**src/rtl/syndrome_calc_pkg.sv**
```systemverilog
// Shared definitions for the serial BCH syndrome generator: code selects,
// word lengths, field reduction terms and FSM states.
package syndrome_calc_pkg;

   typedef enum logic [1:0] {
      CODE_63   = 2'b00,
      CODE_255  = 2'b01,
      CODE_1023 = 2'b10,
      CODE_RSVD = 2'b11
   } code_e;

   localparam logic [9:0] NM1_63   = 10'd62;
   localparam logic [9:0] NM1_255  = 10'd254;
   localparam logic [9:0] NM1_1023 = 10'd1022;

   // Primitive polynomials with the x^m term dropped (it is the shifted-out bit).
   localparam logic [9:0] POLY_63   = 10'h003;
   localparam logic [9:0] POLY_255  = 10'h01D;
   localparam logic [9:0] POLY_1023 = 10'h009;

   typedef enum logic [1:0] {
      ST_IDLE = 2'b00,
      ST_RUN  = 2'b01,
      ST_DONE = 2'b10
   } state_e;

   function automatic logic [9:0] code_nm1(input logic [1:0] code);
      logic [9:0] nm1;
      case (code)
         CODE_63:  nm1 = NM1_63;
         CODE_255: nm1 = NM1_255;
         default:  nm1 = NM1_1023;
      endcase
      return nm1;
   endfunction

   function automatic logic [9:0] gf_mul_alpha(input logic [9:0] a, input logic [1:0] code);
      logic [9:0] p;
      case (code)
         CODE_63:  p = {4'b0, a[4:0], 1'b0} ^ (a[5] ? POLY_63 : 10'h000);
         CODE_255: p = {2'b0, a[6:0], 1'b0} ^ (a[7] ? POLY_255 : 10'h000);
         default:  p = {a[8:0], 1'b0} ^ (a[9] ? POLY_1023 : 10'h000);
      endcase
      return p;
   endfunction

endpackage

```
**src/rtl/syndrome_calc_gf_const_mul.sv**
```systemverilog
// Constant multiplier by alpha^J in GF(2^m), field chosen by a 2-bit code.
// Unrolls to a pure XOR network.
module gf_const_mul #(
   parameter int J = 1
) (
   input  logic [1:0] i_code,
   input  logic [9:0] i_a,
   output logic [9:0] o_p
);
   import syndrome_calc_pkg::*;

   always_comb begin
      logic [9:0] p;
      p = i_a;
      for (int k = 0; k < J; k++) begin
         p = gf_mul_alpha(p, i_code);
      end
      o_p = p;
   end

endmodule

```
**src/rtl/syndrome_calc.sv**
```systemverilog
// Serial odd-syndrome generator (S1,S3,S5,S7) with optional Chase test patterns.
// Define SYNDROME_CALC_TP_EN to build the tp2..tp4 (soft-decision) datapath.
module syndrome_calc
   import syndrome_calc_pkg::*;
(
   input  logic       i_clk,
   input  logic       i_rst,
   input  logic       i_start,
   input  logic       i_mode,
   input  logic [1:0] i_code,
   input  logic [9:0] i_lrb1_idx,
   input  logic [9:0] i_lrb2_idx,
   input  logic       i_bit_valid,
   input  logic       i_bit,
   output logic [9:0] o_tp1_S1,
   output logic [9:0] o_tp1_S3,
   output logic [9:0] o_tp1_S5,
   output logic [9:0] o_tp1_S7,
   output logic [9:0] o_tp2_S1,
   output logic [9:0] o_tp2_S3,
   output logic [9:0] o_tp2_S5,
   output logic [9:0] o_tp2_S7,
   output logic [9:0] o_tp3_S1,
   output logic [9:0] o_tp3_S3,
   output logic [9:0] o_tp3_S5,
   output logic [9:0] o_tp3_S7,
   output logic [9:0] o_tp4_S1,
   output logic [9:0] o_tp4_S3,
   output logic [9:0] o_tp4_S5,
   output logic [9:0] o_tp4_S7,
   output logic       o_tp1_valid,
   output logic       o_all_tp_valid
);

   state_e     state_q, state_d;
   logic [9:0] cnt_q, cnt_d;
   logic [1:0] code_q, code_d;
   logic       tp1_valid_q, tp1_valid_d;
   logic       accept, clear;
   logic [9:0] r_q [4];
   logic [9:0] r_d [4];
   logic [9:0] r_mul [4];

   generate
      for (genvar gi = 0; gi < 4; gi++) begin : g_r_mul
         gf_const_mul #(.J(2 * gi + 1)) u_mul_r (
            .i_code (code_q),
            .i_a    (r_q[gi]),
            .o_p    (r_mul[gi])
         );
      end
   endgenerate

   always_comb begin
      state_d     = state_q;
      cnt_d       = cnt_q;
      code_d      = code_q;
      tp1_valid_d = tp1_valid_q;
      accept      = 1'b0;
      clear       = 1'b0;
      // A start always wins, so a bit presented with it is dropped.
      if (i_start) begin
         state_d     = ST_RUN;
         cnt_d       = code_nm1(i_code);
         code_d      = (i_code == CODE_RSVD) ? CODE_1023 : i_code;
         tp1_valid_d = 1'b0;
         clear       = 1'b1;
      end else if (state_q == ST_RUN && i_bit_valid) begin
         accept = 1'b1;
         if (cnt_q == 10'd0) begin
            state_d     = ST_DONE;
            tp1_valid_d = 1'b1;
         end else begin
            cnt_d = cnt_q - 10'd1;
         end
      end
      for (int k = 0; k < 4; k++) begin
         r_d[k] = r_q[k];
         if (clear) r_d[k] = '0;
         else if (accept) r_d[k] = r_mul[k] ^ {9'b0, i_bit};
      end
   end

   always_ff @(posedge i_clk or posedge i_rst) begin
      if (i_rst) begin
         state_q     <= ST_IDLE;
         cnt_q       <= '0;
         code_q      <= '0;
         tp1_valid_q <= 1'b0;
         for (int k = 0; k < 4; k++) r_q[k] <= '0;
      end else begin
         state_q     <= state_d;
         cnt_q       <= cnt_d;
         code_q      <= code_d;
         tp1_valid_q <= tp1_valid_d;
         r_q         <= r_d;
      end
   end

   assign o_tp1_S1    = r_q[0];
   assign o_tp1_S3    = r_q[1];
   assign o_tp1_S5    = r_q[2];
   assign o_tp1_S7    = r_q[3];
   assign o_tp1_valid = tp1_valid_q;

`ifdef SYNDROME_CALC_TP_EN
   logic       mode_q, mode_d;
   logic [9:0] lrb1_q, lrb1_d, lrb2_q, lrb2_d;
   logic       all_valid_q, all_valid_d;
   logic       a_in, b_in;
   logic [9:0] a_q [4];
   logic [9:0] a_d [4];
   logic [9:0] b_q [4];
   logic [9:0] b_d [4];
   logic [9:0] a_mul [4];
   logic [9:0] b_mul [4];
   logic [9:0] c2_q [4];
   logic [9:0] c2_d [4];
   logic [9:0] c3_q [4];
   logic [9:0] c3_d [4];
   logic [9:0] c4_q [4];
   logic [9:0] c4_d [4];

   generate
      for (genvar gi = 0; gi < 4; gi++) begin : g_ab_mul
         gf_const_mul #(.J(2 * gi + 1)) u_mul_a (
            .i_code (code_q),
            .i_a    (a_q[gi]),
            .o_p    (a_mul[gi])
         );
         gf_const_mul #(.J(2 * gi + 1)) u_mul_b (
            .i_code (code_q),
            .i_a    (b_q[gi]),
            .o_p    (b_mul[gi])
         );
      end
   endgenerate

   always_comb begin
      mode_d      = mode_q;
      lrb1_d      = lrb1_q;
      lrb2_d      = lrb2_q;
      // cnt never exceeds n-1, so an out-of-range index simply never fires.
      a_in        = mode_q && (cnt_q == lrb1_q);
      b_in        = mode_q && (cnt_q == lrb2_q);
      all_valid_d = tp1_valid_q && mode_q && !i_start;
      if (i_start) begin
         mode_d = i_mode;
         lrb1_d = i_lrb1_idx;
         lrb2_d = i_lrb2_idx;
      end
      for (int k = 0; k < 4; k++) begin
         a_d[k]  = a_q[k];
         b_d[k]  = b_q[k];
         c2_d[k] = r_q[k] ^ a_q[k];
         c3_d[k] = r_q[k] ^ b_q[k];
         c4_d[k] = r_q[k] ^ a_q[k] ^ b_q[k];
         if (clear) begin
            a_d[k]  = '0;
            b_d[k]  = '0;
            c2_d[k] = '0;
            c3_d[k] = '0;
            c4_d[k] = '0;
         end else if (accept) begin
            a_d[k] = a_mul[k] ^ {9'b0, a_in};
            b_d[k] = b_mul[k] ^ {9'b0, b_in};
         end
      end
   end

   always_ff @(posedge i_clk or posedge i_rst) begin
      if (i_rst) begin
         mode_q      <= 1'b0;
         lrb1_q      <= '0;
         lrb2_q      <= '0;
         all_valid_q <= 1'b0;
         for (int k = 0; k < 4; k++) begin
            a_q[k]  <= '0;
            b_q[k]  <= '0;
            c2_q[k] <= '0;
            c3_q[k] <= '0;
            c4_q[k] <= '0;
         end
      end else begin
         mode_q      <= mode_d;
         lrb1_q      <= lrb1_d;
         lrb2_q      <= lrb2_d;
         all_valid_q <= all_valid_d;
         a_q         <= a_d;
         b_q         <= b_d;
         c2_q        <= c2_d;
         c3_q        <= c3_d;
         c4_q        <= c4_d;
      end
   end

   assign o_tp2_S1       = c2_q[0];
   assign o_tp2_S3       = c2_q[1];
   assign o_tp2_S5       = c2_q[2];
   assign o_tp2_S7       = c2_q[3];
   assign o_tp3_S1       = c3_q[0];
   assign o_tp3_S3       = c3_q[1];
   assign o_tp3_S5       = c3_q[2];
   assign o_tp3_S7       = c3_q[3];
   assign o_tp4_S1       = c4_q[0];
   assign o_tp4_S3       = c4_q[1];
   assign o_tp4_S5       = c4_q[2];
   assign o_tp4_S7       = c4_q[3];
   assign o_all_tp_valid = all_valid_q;
`else
   logic unused_soft_inputs;
   assign unused_soft_inputs = ^{i_mode, i_lrb1_idx, i_lrb2_idx};

   assign o_tp2_S1       = '0;
   assign o_tp2_S3       = '0;
   assign o_tp2_S5       = '0;
   assign o_tp2_S7       = '0;
   assign o_tp3_S1       = '0;
   assign o_tp3_S3       = '0;
   assign o_tp3_S5       = '0;
   assign o_tp3_S7       = '0;
   assign o_tp4_S1       = '0;
   assign o_tp4_S3       = '0;
   assign o_tp4_S5       = '0;
   assign o_tp4_S7       = '0;
   assign o_all_tp_valid = 1'b0;
`endif

endmodule

```
**config.mk**
```make
export PLATFORM = sky130hd
export DESIGN_NAME = syndrome_calc
export DESIGN_NICKNAME = d
export VERILOG_FILES = /design/src/rtl/syndrome_calc_pkg.sv /design/src/rtl/syndrome_calc_gf_const_mul.sv /design/src/rtl/syndrome_calc.sv
export SDC_FILE = /design/constraint.sdc
export NUM_CORES = 1
export LEC_CHECK = 0
export CORE_UTILIZATION = 40
export CTS_CLUSTER_DIAMETER = 200
export DETAILED_ROUTE_END_ITERATION = 10
export GPL_TIMING_DRIVEN = 0
export PLACE_DENSITY = 0.77
export SYNTH_ARGS = -nofsm -noshare
export SYNTH_HDL_FRONTEND = slang
export SYNTH_SLANG_ARGS = --single-unit
```
**constraint.sdc**
```tcl
create_clock -name i_clk -period 2 [get_ports i_clk]
set_input_delay 0.5 -clock i_clk [delete_from_list [all_inputs] [get_ports i_clk]]
set_output_delay 0.5 -clock i_clk [all_outputs]
set_load 0.01 [all_outputs]
```
Yosys cells after proc, flatten, opt, wreduce, memory -nomap -nowiden
Cells that the tools add are included.
- bits of input ports: 28
- flip-flop bits (word level): 55
- logic and storage cells: 161
- output and inout port bits: 162
- reduce and logical (&&, ||, !) cells: 9
- bitwise operators: 52
- eq/ne operators: 5
- add/subtract/negate cells: 1
- muxes and demuxes: 86
- operators with widths (kind ; count):
    $pmux 10 s2 ; 17
    $xor 10x10->10 ; 16
    $xor 6x10->10 ; 16
    $xor 8x10->10 ; 16
    $mux 10 ; 11
    $mux 5 ; 16
    $mux 4 ; 16
    $mux 2 ; 20
    $xor 10x1->10 ; 4
    $logic_not 10->1 ; 1
    $sub 10x1->10 const B ; 1
    $eq 2x1->1 const B ; 3
    $mux 1 ; 6
    $reduce_bool 2->1 ; 3
    $logic_not 2->1 ; 2
    $reduce_and 2->1 ; 2
    $eq 2x2->1 const B ; 1
    $ne 2x2->1 const B ; 1
    $logic_and 1x1->1 ; 1

Logic depth before layout (Yosys ltp)
Gate-level depths: netlist (run 1).
- depth after elaboration: 24
- gate-level depth with buffers: 8
- mapped depth without buffers: 7

Cells and area by module
A second synthesis (run 1) with hierarchy kept.
- cells, all modules: 538
- area total of the unflattened synthesis: 4459.3 sq um
- modules (own cells, without submodules) (module ; times used ; area each (sq um) ; cells an instance):
    syndrome_calc ; 1 ; 3245.6 ; 370
    gf_const_mul (g_r_mul[3].u_mul_r) ; 1 ; 496.7 ; 69
    gf_const_mul (g_r_mul[2].u_mul_r) ; 1 ; 324.1 ; 51
    gf_const_mul (g_r_mul[1].u_mul_r) ; 1 ; 235.2 ; 30
    gf_const_mul (g_r_mul[0].u_mul_r) ; 1 ; 157.7 ; 18

Worst setup path before layout (run 1)
OpenSTA, ideal clock, no wires.
- path kind: register to register
- start: register r_q, in the netlist o_tp1_S7[7]
- end: register r_q, in the netlist o_tp1_S7[0]
- data required time: 1.918 ns
- buffers on the path: 1
- setup slack: 0.172 ns
- arrival: 1.746 ns
- cell stages (with the launch flop): 7
- path through: dfrtp_1 buf_4 xor2_2 or3_1 nand4_1 or4b_1 a31oi_1
- longest elaborated chain between the ends: 20
- ends and longest elaborated chain (what ; line ; text):
    from (decl) ; syndrome_calc.sv:40 ; logic [9:0] r_q [4];
    from (signal assigned) ; syndrome_calc.sv:96 ; r_q <= r_d;
    $mux 5 * ; syndrome_calc_pkg.sv:41 ; CODE_255: p = {2'b0, a[6:0], 1'b0} ^ (a[7] ? POLY_255 : 10'h000);
    $xor 8x10->10 * ; syndrome_calc_pkg.sv:41 ;
    $pmux 10 s2 * ; syndrome_calc_pkg.sv:39 ; case (code)
    $xor 10x10->10 (tied with other cells) ; syndrome_calc_pkg.sv:42 ; default: p = {a[8:0], 1'b0} ^ (a[9] ? POLY_1023 : 10'h000);
    $pmux 10 s2 * ; syndrome_calc_pkg.sv:39 ;
    $xor 10x10->10 or $xor 8x10->10 (tied branches) ; syndrome_calc_pkg.sv:42, syndrome_calc_pkg.sv:41 ;
    $pmux 10 s2 * ; syndrome_calc_pkg.sv:39 ;
    $xor 10x10->10 or $xor 8x10->10 (tied branches) ; syndrome_calc_pkg.sv:42, syndrome_calc_pkg.sv:41 ;
    [... 4 more ...] ; - ;
    $xor 10x10->10 (tied with other cells) ; syndrome_calc_pkg.sv:42 ;
    $pmux 10 s2 * ; syndrome_calc_pkg.sv:39 ;
    $mux 2 ; syndrome_calc_pkg.sv:40 ; CODE_63: p = {4'b0, a[4:0], 1'b0} ^ (a[5] ? POLY_63 : 10'h000);
    $xor 6x10->10 ; syndrome_calc_pkg.sv:40 ;
    $pmux 10 s2 * ; syndrome_calc_pkg.sv:39 ;
    $xor 10x1->10 * ; syndrome_calc.sv:80 ; else if (accept) r_d[k] = r_mul[k] ^ {9'b0, i_bit};
    $mux 10 * ; syndrome_calc.sv:80 ;
    $mux 10 * ; syndrome_calc.sv:79 ; if (clear) r_d[k] = '0;
Mark *: on every way between the ends. The rest lies on a longest branch, timed or not. The select of a mux whose other input is x is not followed.
A chain may end at the register's enable or synchronous reset.

Worst setup path in the final report (run 1)
Ends and elaborated chain as after synthesis.

==> metrics.txt, run 1 <==
crit path max fanout 7; worst hold path type input port to asynchronous set/reset pin; Worst Path Class, Setup register to register; CP Capture Type register; Slowest cell on crit path or4b_1; die height 107 µm; Final setup viols 0; ranking of synthesized cells by area dfrtp_1 31%, buf_4 21%, xnor2_1 7.0%; max cap viols 0; Ys Warns 0; Critical R2R Launch o_tp1_S7[7]; Crit path arrival time 2200 ps; maximum root-to-sink buffer count 2; setup TNS 0 ps; post-synth design cell area about 4400 µm²; Fin. Hold Viols 0; PortBufs 45; Leak 2.78 nW; Seq cells post-synth 54; area leader, netlist dfrtp_1; Worst-Skew Late Latency 320 ps; average cell area after synthesis 8.42 µm²; routed wire length 11.5 mm; Ports 190; unique cell type count in the Yosys netlist around 60; Clock Skews 8.67 ps; Cell Pwr Density 552 nW/µm²; antenna violation net count after detailed routing 0; post-route minimum period 1960 ps; Critical Path RT 2240 ps; Period Utilization, post-route 97.9%; DIE AREA 11400 µm²; die extent in x 107 µm; clock buffer count from CTS 5; Antenna diodes 0; Synth Instances 522; Peak VDD IR 0.289 mV; post-detailed-route via-to-cell ratio roughly 4.7; initial drt markers between 200 and 300; drt drc 0; # nets final approximately 730; Util after Layout 54.5%; clock slew at reported path FFs 110 ps; prevailing post-synth register cell dfrtp_1; startpoint types register; Final Slew Violations 0; DPL Wire Length 8.37 mm; status finished, final reports clean; CP top delay family simple AND/OR/NAND/NOR gates; clock root buffer clkbuf_8; H-tree lvl count 2; CTS sink cnt 54; number of synthesized flops with an enable pin 0; most frequent cells in the layout 123 x buf_4, 121 x conb_1, 53 x nand2_1, 53 x dfrtp_1, 45 x clkdlybuf4s50_1; top cell type's share of synthesized area 30.8%; worst r2r dst o_tp1_S7[0]; vias in the first global route 3625; quantity of hold-fixing buffers added after cts 0; initial antenna violation count 0; worst path cell trace buf_6, xor2_2, or3_1, nand4_1, or4b_1, a31oi_1; slowest stage delay, CP 480 ps; Fmax 0.511 GHz; GRT overflow 0; via count 3925; GP Congestion slightly below 0.9; first-pass GRT wire length 18.3 mm; ys async rst share 100%; CTS tree yes; drt pass-1 iters 5; commonest non-fill, non-tap cell in the layout buf_4; R2R setup slack 40 ps; wire per inst around 14 µm; Reg2Reg Depth 6; maximum number of pins on one net before global-route repair 37; worst path bufs/invs 1; Tot GR Track Use 20.3%; RSZ-0062 raised after global routing true; relative slew slack 51.4%; synthesis-to-layout area growth 29.7%; Core Area 10500 µm²; # rows 37; sequential area share after synthesis between 30% and 40%; Starting Density 42.0%; share of layout cells above drive strength 1 between 20% and 30%; Tightest Pin Transition about 720 ps
power breakdown:
part / internal (mW) / switching [mW] / total (mW)
sequential: 1.15 / 0.0702 / 1.22
combinational: 0.535 / 0.611 / 1.15
clock: 0.375 / 0.402 / 0.777
total: 2.06 / 1.08 / 3.15
area by class of cell:
type	instances	area, µm²
plain buffers	157	1090
clock buffers	6	72.6
clock inverters	2	37.5
fillers	980	4760
inverters	12	45.0
multi-input cells	419	2450
flip-flops and latches	54	1350
well taps	136	170
repair buffers	48	485
timing repair:
action,4_1_cts,5_1_grt
gates resized for setup,12,21
pin swaps,0,2
setup endpoints to repair,27,21
buffers inserted,0,2
routing by layer:
metal | vias to the layer above | GRT usage (%) | wire length, µm
met3 | 9 | 2.61 | 1070
li1 | 1867 | - | -
met5 | - | 0 | 0
met1 | 1824 | 27.2 | 4720
met4 | 0 | 4.31 | 88
met2 | 225 | 35.0 | 5600
worst register-to-register path, delay by kind of cell, from the launching register on:
family	cells	cell delay [ps]
and+or+nand+nor	3	990
DFF	1	410
xor gates and xnor gates	1	170
AOI/OAI and AO/OA	1	170
buffers and inverters	1	150
cells in the mapped netlist, drive strengths merged (5+ instances only):
| master | number |
|---|---|
| inv | 12 |
| nand2 | 53 |
| dfrtp | 54 |
| xor2 | 20 |
| xnor2 | 35 |
| a21oi | 34 |
| buf | 134 |
| o21ai | 24 |
| a22o | 8 |
| nor3b | 5 |
| clkbuf | 23 |
| a211oi | 9 |
| nand2b | 5 |
| nand3 | 12 |
| nor2 | 21 |
| nor3 | 7 |
state kept, by name, summed over array words and instances, names as in the netlist:
register	count
state_q	1
code_q	2
o_tp1_S7	10
cnt_q	10
o_tp1_S3	10
o_tp1_valid	1
o_tp1_S5	10
o_tp1_S1	10
per-stage QoR:
stage	setup WS, ps	instance area, µm²	std cells	hold slack (ps)	power (mW)
2_1_floorplan	172	4840	642	460	2.06
3_3_place_gp	-828	5460	823	479	2.31
3_5_place_dp	-786	5480	824	485	2.33
4_1_cts	-15.6	5640	832	502	3.11
5_1_grt	-23.6	5700	834	522	3.31
6_report	41.5	5700	834	490	3.15
worst max path at each step:
stage                            from  cells after the start          end  slack (ps)
after global routing         cnt_q[4]                      5     cnt_q[9]         -20
after detailed placement  i_bit_valid                      5  o_tp1_S5[7]        -790
final                     o_tp1_S7[7]                      6  o_tp1_S7[0]          40
after floorplan           o_tp1_S7[7]                      6  o_tp1_S7[0]         170
after global placement          i_rst                      2  o_tp1_S7[7]        -830
after CTS                 i_bit_valid                      7   state_q[0]         -20
cells by family (layout without fill, tap and decap cells):
family,count (synthesis),after routing,synth area share (%)
other cells,1,121,0.0854
mux,6,6,1.42
simple gates,125,125,13.5
xor+xnor,58,58,12.7
buf+inv,169,225,25.3
flops,54,54,30.8
fa+ha+maj,1,1,0.285
compound gates,108,108,15.9
Note: power is estimated with default switching activity, not from simulation.
==> run 2: changes to the inputs <==
CTS_CLUSTER_DIAMETER = not set   (was 200)
==> results of run 2 <==
Same layout as run 1: the final DEF is identical, and so are final timing and power.
==> run 3: changes to the inputs <==
PLACE_DENSITY = 0.76   (was 0.77)
SYNTH_HIERARCHICAL = 1   (was not set)
==> run 3 against run 2 <==
- highest routed layer unchanged
- first-iteration DRC count fell by 49%
- largest cell class unchanged
- worst setup slack better by 10 ps
- clock power down 6.3%
- combinational power fell by 19%
- sequential share of layout area decreased by 0.61 points
- register-to-register slack better by 30 ps
==> metrics.txt, run 3 <==
maximum root-to-sink buffer count 2 (unchanged); Synth top cells by count 123 x buf_4, 88 x nand2_1, 54 x dfrtp_1; Clock Skews 12.0 ps (+3.34 ps); Leak 2.90 nW (+4.3%); worst hold path type input port to asynchronous set/reset pin; Fillers 1029 (+5.0%); Synth Instances 538 (+3.1%); unique cell type count in the Yosys netlist 61 (unchanged); quantity of hold-fixing buffers added after cts 0 (unchanged); most frequent CP cell buf_4; Antenna diodes 0 (unchanged); average cell area after synthesis 8.29 µm² (-1.5%); Worst-Skew Late Latency 310 ps (about the same); PortBufs 46 (+2.2%); Slowest cell on crit path clkdlybuf4s50_1; maximum number of pins on one net before global-route repair 43 (+16%); number of synthesized flops with an enable pin 0 (unchanged); post-route minimum period 1950 ps (-10.2 ps); post-synth design cell area 4460 µm² (+1.5%); Comb pwr share 32.4% (-4.0 points); clock buffer count from CTS 5 (unchanged); Tot GR Track Use 17.2% (-3.1 points); clock root buffer clkbuf_8; Critical Path RT 1500 ps (-740 ps); Cell Int Power 1.96 mW (-4.9%); Critical R2R Launch o_tp1_S7[7]; Hold WS 454 ps (-36.1 ps); Fin. Hold Viols 0 (unchanged); most common cell in the netlist buf_4; Ys Warns 6 (+6); Sw Share 31.3% (-3.1 points); status finished, final reports clean; startpoint types register; FF/Latch Area 1360 µm² (+0.18%); # nets final 758 (+4.4%); sequential area share after synthesis 30.3% (-0.46 points); Crit path arrival time 1450 ps (-750 ps); CTS tree yes; DR WL met3 500 µm (-53%); setup TNS 0 ps (unchanged); slowest stage delay, CP 470 ps (about the same); ys async rst share 100% (unchanged); initial antenna violation count 0 (unchanged); crit path max fanout 2 (-5); worst r2r dst o_tp1_S7[0]; wire per inst 11.3 µm (-18%); Starting Density 41.1% (-0.85 points); worst path cell trace buf_4, buf_4, clkdlybuf4s50_1; Switch Pwr 0.895 mW (-17%); Seq cells post-synth 54 (unchanged); Fmax 0.513 GHz (+0.53%); Final setup viols 0 (unchanged); Final Slew Violations 0 (unchanged); antenna violation net count after detailed routing 0 (unchanged); placed insts 845 (+2.5%); prevailing post-synth register cell dfrtp_1; share of layout cells above drive strength 1 25.8% (+1.4 points); Core Area 10800 µm² (+3.6%); die extent in x 108 µm (+0.74%); area leader, netlist dfrtp_1; die height 108 µm (+0.74%); relative slew slack 63.6% (+12 points); drt pass-1 iters 4 (-1); # rows 38 (+2.7%); via count 3789 (-3.5%); synthesis-to-layout area growth 31.4%; wl on met1 4.26 mm (-9.9%); vias in the first global route 3503 (-3.4%); Multi-input gate area 2500 µm² (+2.2%); placed cell area 5570 µm² (+1.5%); Finished Layout Cells 870 (+4.3%); Cell Pwr Density 488 nW/µm² (-12%); DIE AREA 11600 µm² (+1.5%); Tightest Pin Transition 541 ps (-183 ps); Worst Path Class, Setup register to primary output; max cap viols 0 (unchanged); CP Capture Type primary output; GP Congestion 0.857 (-1.2%); final instance area 5860 µm² (+2.8%); share of power burned in registers 42.1% (+3.2 points); Ports 190 (unchanged); Period Utilization, post-route 97.4% (-0.51 points); drt drc 0 (unchanged); DPL Wire Length 7.31 mm (-13%); most frequent cells in the layout 139 x buf_4, 121 x conb_1, 88 x nand2_1; initial drt markers 144 (-49%); clock slew at reported path FFs 100 ps (about the same); GRT overflow 0 (unchanged); post-detailed-route via-to-cell ratio 4.36 (-7.5%); Top Metal Used met4; Reg2Reg Depth 8 (+2); top cell type's share of synthesized area 30.3% (-0.46 points); ranking of synthesized cells by area dfrtp_1 30%, buf_4 21%, nand2_1 7.4%; total power 2.86 mW (-9.2%); commonest non-fill, non-tap cell in the layout buf_4; Met2 Wirelength 5.05 mm (-9.9%); Clock power frac 25.5% (+0.8 points); H-tree lvl count 2 (unchanged); routed wire length 9.85 mm (-14%); CTS sink cnt 54 (unchanged); Peak VDD IR 0.338 mV (+17%); first-pass GRT wire length 16.2 mm (-12%); R2R setup slack 70 ps (+30 ps)
-- run 3: timing repair --
item,CTS,global route
buffers inserted,5,13
setup endpoints to repair,5,29
gates resized for setup,3,14
pin swaps,2,8
-- run 3: routing by layer --
layer  GRT usage [%]  vias up
met5               0        -
met4            3.62        0
met3            2.30        6
met2            31.6      112
met1            21.2     1768
li1                -     1903
-- run 3: worst max-delay path by stage --
stage,start,cells past startpoint,slack (ps),to
4_1_cts,o_tp1_S7[6],8,10,o_tp1_S7[0]
3_5_place_dp,i_bit_valid,6,-320,o_tp1_S1[9]
6_report,o_tp1_S7[7],3,50,o_tp1_S7[7]
3_3_place_gp,i_rst,2,-880,o_tp1_S3[1]
2_1_floorplan,o_tp1_S7[7],8,150,o_tp1_S7[0]
5_1_grt,o_tp1_S7[7],10,-20,o_tp1_S7[3]
-- run 3: cell type report --
class / instances / area share, %
buffer: 153 / 18.5
clock buffer: 5 / 1.17
clock inverter: 3 / 0.683
inverter: 8 / 0.513
multi-input combinational: 443 / 42.7
sequential: 54 / 23.1
tap: 140 / 2.99
timing repair buffer: 64 / 10.4
-- run 3: critical path: cells and delay by family, from the launching register on --
| family | cells | cell delay, ps |
|---|---|---|
| buf+inv | 3 | 740 |
| flops | 1 | 410 |
-- run 3: logic make-up (layout without fill, tap and decap cells) --
family	count (synthesis)	in the layout	synth area share, %
buffers and inverters	161	233	24.7
AND/OR/NAND/NOR	151	151	16.3
AO/OA/AOI/OAI	99	99	13.4
XOR/XNOR	59	59	12.2
flip-flops	54	54	30.3
multiplexers	12	12	2.78
adder cells (fa/ha/maj)	1	1	0.281
other	1	121	0.0841
-- run 3: per-stage QoR --
step | utilization [%] | worst slack, ps
finish | 54.0 | 51.8
global route | 54.0 | -16.2
CTS | 52.7 | 11.2
detailed placement | 51.3 | -323
global placement | 51.2 | -881
floorplan | - | 148
-- run 3: power by group through the flow --
| stage | logic [mW] | clock network [mW] | registers, mW |
|---|---|---|---|
| CTS | 0.875 | 0.745 | 1.21 |
| global placement | 0.835 | 0 | 1.23 |
| finish | 0.927 | 0.728 | 1.20 |
| detailed placement | 0.852 | 0 | 1.24 |
| global route | 1.02 | 0.790 | 1.21 |
| floorplan | 0.678 | 0 | 1.23 |
